$ cat config.mk
export PLATFORM = sky130hd
export DESIGN_NAME = instr_prefetch
export DESIGN_NICKNAME = d
export VERILOG_FILES = /design/src/rtl/rapids_pkg.sv /design/src/rtl/instr_fifo.sv /design/src/rtl/instr_prefetch.sv
export SDC_FILE = /design/constraint.sdc
export NUM_CORES = 1
export LEC_CHECK = 0
export CORE_AREA = 2 2 163 245
export CTS_CLUSTER_DIAMETER = 50
export DETAILED_ROUTE_END_ITERATION = 12
export DIE_AREA = 0 0 165 247
export RECOVER_POWER = 25
export SLEW_MARGIN = 20
export SYNTH_ARGS = -nofsm -noshare
export SYNTH_HDL_FRONTEND = slang
export SYNTH_SLANG_ARGS = --single-unit
$ cat constraint.sdc
create_clock -name clk -period 3.69 [get_ports clk]
set_input_delay 0.738 -clock clk [delete_from_list [all_inputs] [get_ports clk]]
set_output_delay 0.738 -clock clk [all_outputs]
set_load 0.02 [all_outputs]
$ cat src/rtl/rapids_pkg.sv
// Shared types for the instruction prefetch slice: the fetch FSM states and the
// queue entry that carries a fetched word together with its PC and fault flag.
package rapids_pkg;

   localparam int unsigned WORD_W      = 32;
   localparam int unsigned INSTR_BYTES = 4;

   typedef enum logic {
      PF_FETCH,
      PF_FAULT
   } pf_state_t;

   typedef struct packed {
      logic [WORD_W-1:0] instr;
      logic [WORD_W-1:0] pc;
      logic              segv;
   } pf_entry_t;

endpackage

$ cat src/rtl/instr_fifo.sv
// Synchronous FIFO of prefetch entries with a flush input; the head reads as zero
// whenever the queue is empty.
module instr_fifo
   import rapids_pkg::*;
#(
   parameter int unsigned DEPTH = 4
) (
   input  logic                   clk,
   input  logic                   rst,
   input  logic                   i_flush,
   input  logic                   i_push,
   input  pf_entry_t              i_data,
   input  logic                   i_pop,
   output pf_entry_t              o_head,
   output logic [$clog2(DEPTH):0] o_count
);

   localparam int unsigned AW = $clog2(DEPTH);

   pf_entry_t     r_mem [DEPTH];
   logic [AW-1:0] r_wr;
   logic [AW-1:0] r_rd;
   logic [AW:0]   r_count;
   logic          w_empty;
   logic          w_full;
   logic          w_push;
   logic          w_pop;

   assign w_empty = (r_count == '0);
   assign w_full  = (r_count == (AW+1)'(DEPTH));
   // A flush discards whatever push or pop coincides with it.
   assign w_push  = i_push && !w_full && !i_flush;
   assign w_pop   = i_pop && !w_empty && !i_flush;

   always_ff @(posedge clk or posedge rst) begin
      if (rst) begin
         r_wr    <= '0;
         r_rd    <= '0;
         r_count <= '0;
      end else if (i_flush) begin
         r_wr    <= '0;
         r_rd    <= '0;
         r_count <= '0;
      end else begin
         if (w_push) r_wr <= r_wr + 1'b1;
         if (w_pop)  r_rd <= r_rd + 1'b1;
         case ({w_push, w_pop})
            2'b10:   r_count <= r_count + 1'b1;
            2'b01:   r_count <= r_count - 1'b1;
            default: r_count <= r_count;
         endcase
      end
   end

   always_ff @(posedge clk) begin
      if (w_push) r_mem[r_wr] <= i_data;
   end

   assign o_head  = w_empty ? '0 : r_mem[r_rd];
   assign o_count = r_count;

endmodule

$ cat src/rtl/instr_prefetch.sv
// Instruction prefetch stage: sequential word fetch from the MMU, queued with PCs,
// presented to controlpath over valid/ready; handles redirects and fetch faults.
module instr_prefetch
   import rapids_pkg::*;
#(
   parameter int unsigned       DEPTH    = 4,
   parameter logic [WORD_W-1:0] RESET_PC = 32'h0000_0000
) (
   input  logic              clk,
   input  logic              rst,
   input  logic              redirect,
   input  logic [WORD_W-1:0] redirect_pc,
   output logic              mem_req,
   output logic [WORD_W-1:0] mem_addr,
   input  logic [WORD_W-1:0] mem_instr,
   input  logic              mem_wait,
   input  logic              mem_segv,
   output logic              out_valid,
   input  logic              out_ready,
   output logic [WORD_W-1:0] out_instr,
   output logic [WORD_W-1:0] out_pc,
   output logic              out_segv
);

   localparam int unsigned       CW       = $clog2(DEPTH) + 1;
   localparam logic [WORD_W-1:0] ALIGN_M  = ~32'h0000_0003;
   localparam logic [WORD_W-1:0] RST_ADDR = RESET_PC & ALIGN_M;

   pf_state_t         r_state;
   logic [WORD_W-1:0] r_pc;
   logic [CW-1:0]     w_count;
   logic              w_done;
   logic              w_pop;
   pf_entry_t         w_entry;
   pf_entry_t         w_head;

   // No pop bypass: a full queue never requests, even while it is being drained.
   assign mem_req  = !rst && (r_state == PF_FETCH) && !redirect && (w_count < CW'(DEPTH));
   assign mem_addr = r_pc;
   assign w_done   = mem_req && !mem_wait;

   assign w_entry.instr = mem_segv ? '0 : mem_instr;
   assign w_entry.pc    = r_pc;
   assign w_entry.segv  = mem_segv;

   assign out_valid = (w_count != '0);
   assign w_pop     = out_valid && out_ready && !redirect;
   assign out_instr = w_head.instr;
   assign out_pc    = w_head.pc;
   assign out_segv  = w_head.segv;

   always_ff @(posedge clk or posedge rst) begin
      if (rst) begin
         r_state <= PF_FETCH;
         r_pc    <= RST_ADDR;
      end else if (redirect) begin
         r_state <= PF_FETCH;
         r_pc    <= redirect_pc & ALIGN_M;
      end else if (w_done) begin
         r_pc <= r_pc + WORD_W'(INSTR_BYTES);
         if (mem_segv) r_state <= PF_FAULT;
      end
   end

   instr_fifo #(
      .DEPTH (DEPTH)
   ) u_fifo (
      .clk     (clk),
      .rst     (rst),
      .i_flush (redirect),
      .i_push  (w_done),
      .i_data  (w_entry),
      .i_pop   (w_pop),
      .o_head  (w_head),
      .o_count (w_count)
   );

endmodule

==> PnR_summary.wiki, run 1 <==
{| class="wikitable"
! Metric !! Value
|-
| Top cells by count, synth || edfxtp_1, and2_1, mux4_2
|-
| Final antenna-violating net count || 0
|-
| Wire length of the first global-routing pass || 41400 µm
|-
| Yosys cell types || 49
|-
| Area share of the largest cell type after synthesis || 61.9%
|-
| Setup TNS || 0 ps
|-
| List of cells traversed by the critical path || buf_4, mux4_2, and2_1, clkdlybuf4s50_1
|-
| Post-CTS Setup Repair Bufs || 0
|-
| Number of hold buffers added after cts || 0
|-
| Clock input transition at the sequential cells of the worst setup and hold paths || 60 ps
|-
| CTS tree || yes
|-
| Critical path launch point type || register
|-
| Multi-input combinational cell area || 3280 µm²
|-
| Total vias in the final route || 6778
|-
| Number of buffer cells added on primary ports || 162
|-
| Number of DRC markers in iteration 0 || 417
|-
| Fill cells || 3571
|-
| Data required time of the worst path || 2950 ps
|-
| Full die area || 40800 µm²
|-
| Number of antenna violations at the first check in global routing || 1
|-
| Setup-failing EPs final || 0
|-
| Worst slew pin tran || 2210 ps
|-
| Initial Utilization || 31.5%
|-
| Total number of H-tree levels || 1
|-
| Fin Clk Skew || 10.6 ps
|-
| Static leakage power || 5.03 nW
|-
| Placer congestion estimate || 0.737
|-
| Capturing element type of the critical path || output port
|-
| Synthesis-to-layout area growth || 25.5%
|-
| Clock insertion delay at the later pin of the skew report || 540 ps
|-
| Crit path max-delay cell type || mux4_2
|-
| Global route total overflow || 0
|-
| Final routed wire length divided by cell count || 20.0 µm
|-
| Total Routing Usage GR || 13.7%
|-
| Longest individual stage delay on the worst path || 550 ps
|-
| Detailed-route vias per instance || 4.86
|-
| Fraction of layout cells with a size suffix above 1 || 15.5%
|-
| Top area cells in the synthesized netlist || edfxtp_1, mux4_2, dfrtp_1
|-
| Period utilisation layout || 93.6%
|-
| Number of max-capacitance violations reported || 1
|-
| Count of boundary I/O pins || 169
|-
| RSZ-0062 raised after global routing || no
|-
| Max Transition Viols Final || 38
|-
| Number of global-route vias before repair || 6985
|-
| Post-Syn Area per Cell || 16.7 µm²
|-
| Max Root-Sink Buffers || 3
|-
| Time the worst path needs with I/O delays and setup || 3450 ps
|-
| Post-Syn Area || 12200 µm²
|-
| Final Net Count || 950
|-
| Final hold violation count || 0
|-
| Seq/Total Area, Yosys || 69.6%
|-
| Worst hold path type || register to register
|-
| Minimum hold slack || 541 ps
|-
| Register bit total from synthesis || 290
|-
| Async set-or-reset flop fraction in the synthesized netlist || 13.1%
|-
| Cell Rows || 89
|-
| Number of clock sinks || 290
|-
| Clock tree root driver cell || clkbuf_16
|-
| Arrival time at the worst endpoint || 2720 ps
|-
| Post-Syn Instances || 731
|-
| Most frequent cell after synthesis || edfxtp_1
|-
| DRC violations left || 0
|-
| Crit Path Max Fanout || 21
|-
| Wire length reported by the detailed router || 27900 µm
|-
| Failing checks || capacitance limit, slew limit
|-
| Total power density per cell area || 637 nW/µm²
|-
| Vertical extent of the die || 247 µm
|-
| Maximum number of pins on one net before global-route repair || 67
|-
| Number of resized instances in the post-cts repair step || 0
|-
| Number of synthesized flops with an enable pin || 252
|-
| Dpl hpwl || 17300 µm
|-
| Max_slew headroom || -47.0%
|-
| Seq. cell area || 8530 µm²
|-
| Post-synth top area cell || edfxtp_1
|-
| Number of warnings reported in the yosys synthesis log || 0
|-
| Std-Cell Core Area || 38900 µm²
|-
| Ant diodes || 0
|-
| Worst-case vdd ir drop || 0.000326 V
|-
| Number of search-and-repair iterations in the first detailed-routing pass || 5
|-
| Most instantiated flip-flop cell in the synthesis netlist || edfxtp_1
|-
| Kind of critical path || register to output port
|-
| Highest clock rate || 290 MHz
|-
| Number of buffers added by the clock tree synthesis step || 28
|-
| Status || finished with violations
|-
| DIE WIDTH || 165 µm
|}
-- stage by stage --
step / power, mW / instance area (µm²) / setup slack (ps) / cells / utilization (%)
finish: 9.78 / 15400 / 237 / 1395 / 39.5
global route: 10.2 / 15400 / 42.6 / 1395 / 39.5
CTS: 9.96 / 15400 / 145 / 1395 / 39.5
detailed placement: 6.79 / 14300 / 491 / 1344 / 36.9
global placement: 6.77 / 14300 / 482 / 1344 / 36.9
floorplan: 5.59 / 12200 / 434 / 734 / -
-- logic make-up (layout without fill, tap and decap cells) --
kind of cell / after synthesis / after routing / share of synthesized area, %
compound gates: 62 / 62 / 3.59
xor+xnor: 6 / 6 / 0.430
fa+ha+maj: 6 / 6 / 0.675
buf+inv: 82 / 243 / 3.74
flops: 290 / 290 / 69.6
mux: 65 / 65 / 11.8
other cells: 1 / 4 / 0.0307
simple gates: 219 / 219 / 10.1
-- registers in the layout, summed over array words and instances, names as in the netlist --
register	flops
mem_addr	30
u_fifo.r_mem	252
u_fifo.o_count	3
u_fifo.r_wr	2
u_fifo.r_rd	2
r_state	1
-- per-layer routing --
| layer | GRT usage, % | share of wire (%) |
|---|---|---|
| met2 | 25.4 | 54 |
| met3 | 1.83 | 4.3 |
| met4 | 3.81 | 1.7 |
| met1 | 16.4 | 40 |
| met5 | 0 | 0 |
-- final timing paths --
kind,from,endpoint,slack [ps],depth (start not counted)
max in group asynchronous,rst,mem_addr[2],2050,3
worst min register to register,mem_addr[26],u_fifo.r_mem[0][27],540,0
worst max-delay path,u_fifo.r_rd[0],out_pc[10],240,4
worst max register to register,u_fifo.o_count[1],u_fifo.o_count[2],1020,8
worst min-delay path,mem_addr[26],u_fifo.r_mem[0][27],540,0
min in group asynchronous,rst,mem_addr[21],860,2
-- cells in the final DEF, fill, tap and decap left out, drive strengths merged, types with 3 or more instances in the layout --
| cell | count |
|---|---|
| and2 | 68 |
| or4 | 5 |
| clkdlybuf4s50 | 159 |
| nor2b | 39 |
| a221o | 6 |
| ha | 5 |
| o21ai | 21 |
| o311ai | 8 |
| o211ai | 6 |
| or3 | 6 |
| mux4 | 63 |
| edfxtp | 252 |
| conb | 4 |
| bufinv | 7 |
| nand3 | 20 |
| nor3 | 5 |
| a21oi | 5 |
| xor2 | 4 |
| and3 | 3 |
| and4 | 3 |
| buf | 21 |
| clkinv | 9 |
| clkbuf | 32 |
| dfrtp | 38 |
| nor2 | 19 |
| nand4 | 9 |
| nand2 | 33 |
| a22oi | 5 |
| nand2b | 3 |
| inv | 13 |
-- final cells by class --
class	count	area share [%]
clock inverters	21	1.91
flip-flops and latches	290	55.5
inverters	9	0.220
well taps	500	4.07
clock buffers	30	4.75
repair buffers	183	12.1
multi-input cells	362	21.4
-- report_power, final --
part           switching (mW)  total (mW)  internal, mW
Combinational            1.38        2.74          1.36
Clock                    1.22        3.15          1.93
Sequential              0.165        3.89          3.73
-- critical path, delay by kind of cell (launching register included) --
family / cells / cell delay (ps)
buf+inv: 2 / 960
flops: 1 / 440
mux: 1 / 550
simple gates: 1 / 220
Power figures use the tool's default switching activity.
==> run 2, diff against run 1 <==
- ABC_CLOCK_PERIOD_IN_PS: not set -> 3690
==> results of run 2 <==
Final layout, timing and power as in run 1 (identical DEF).
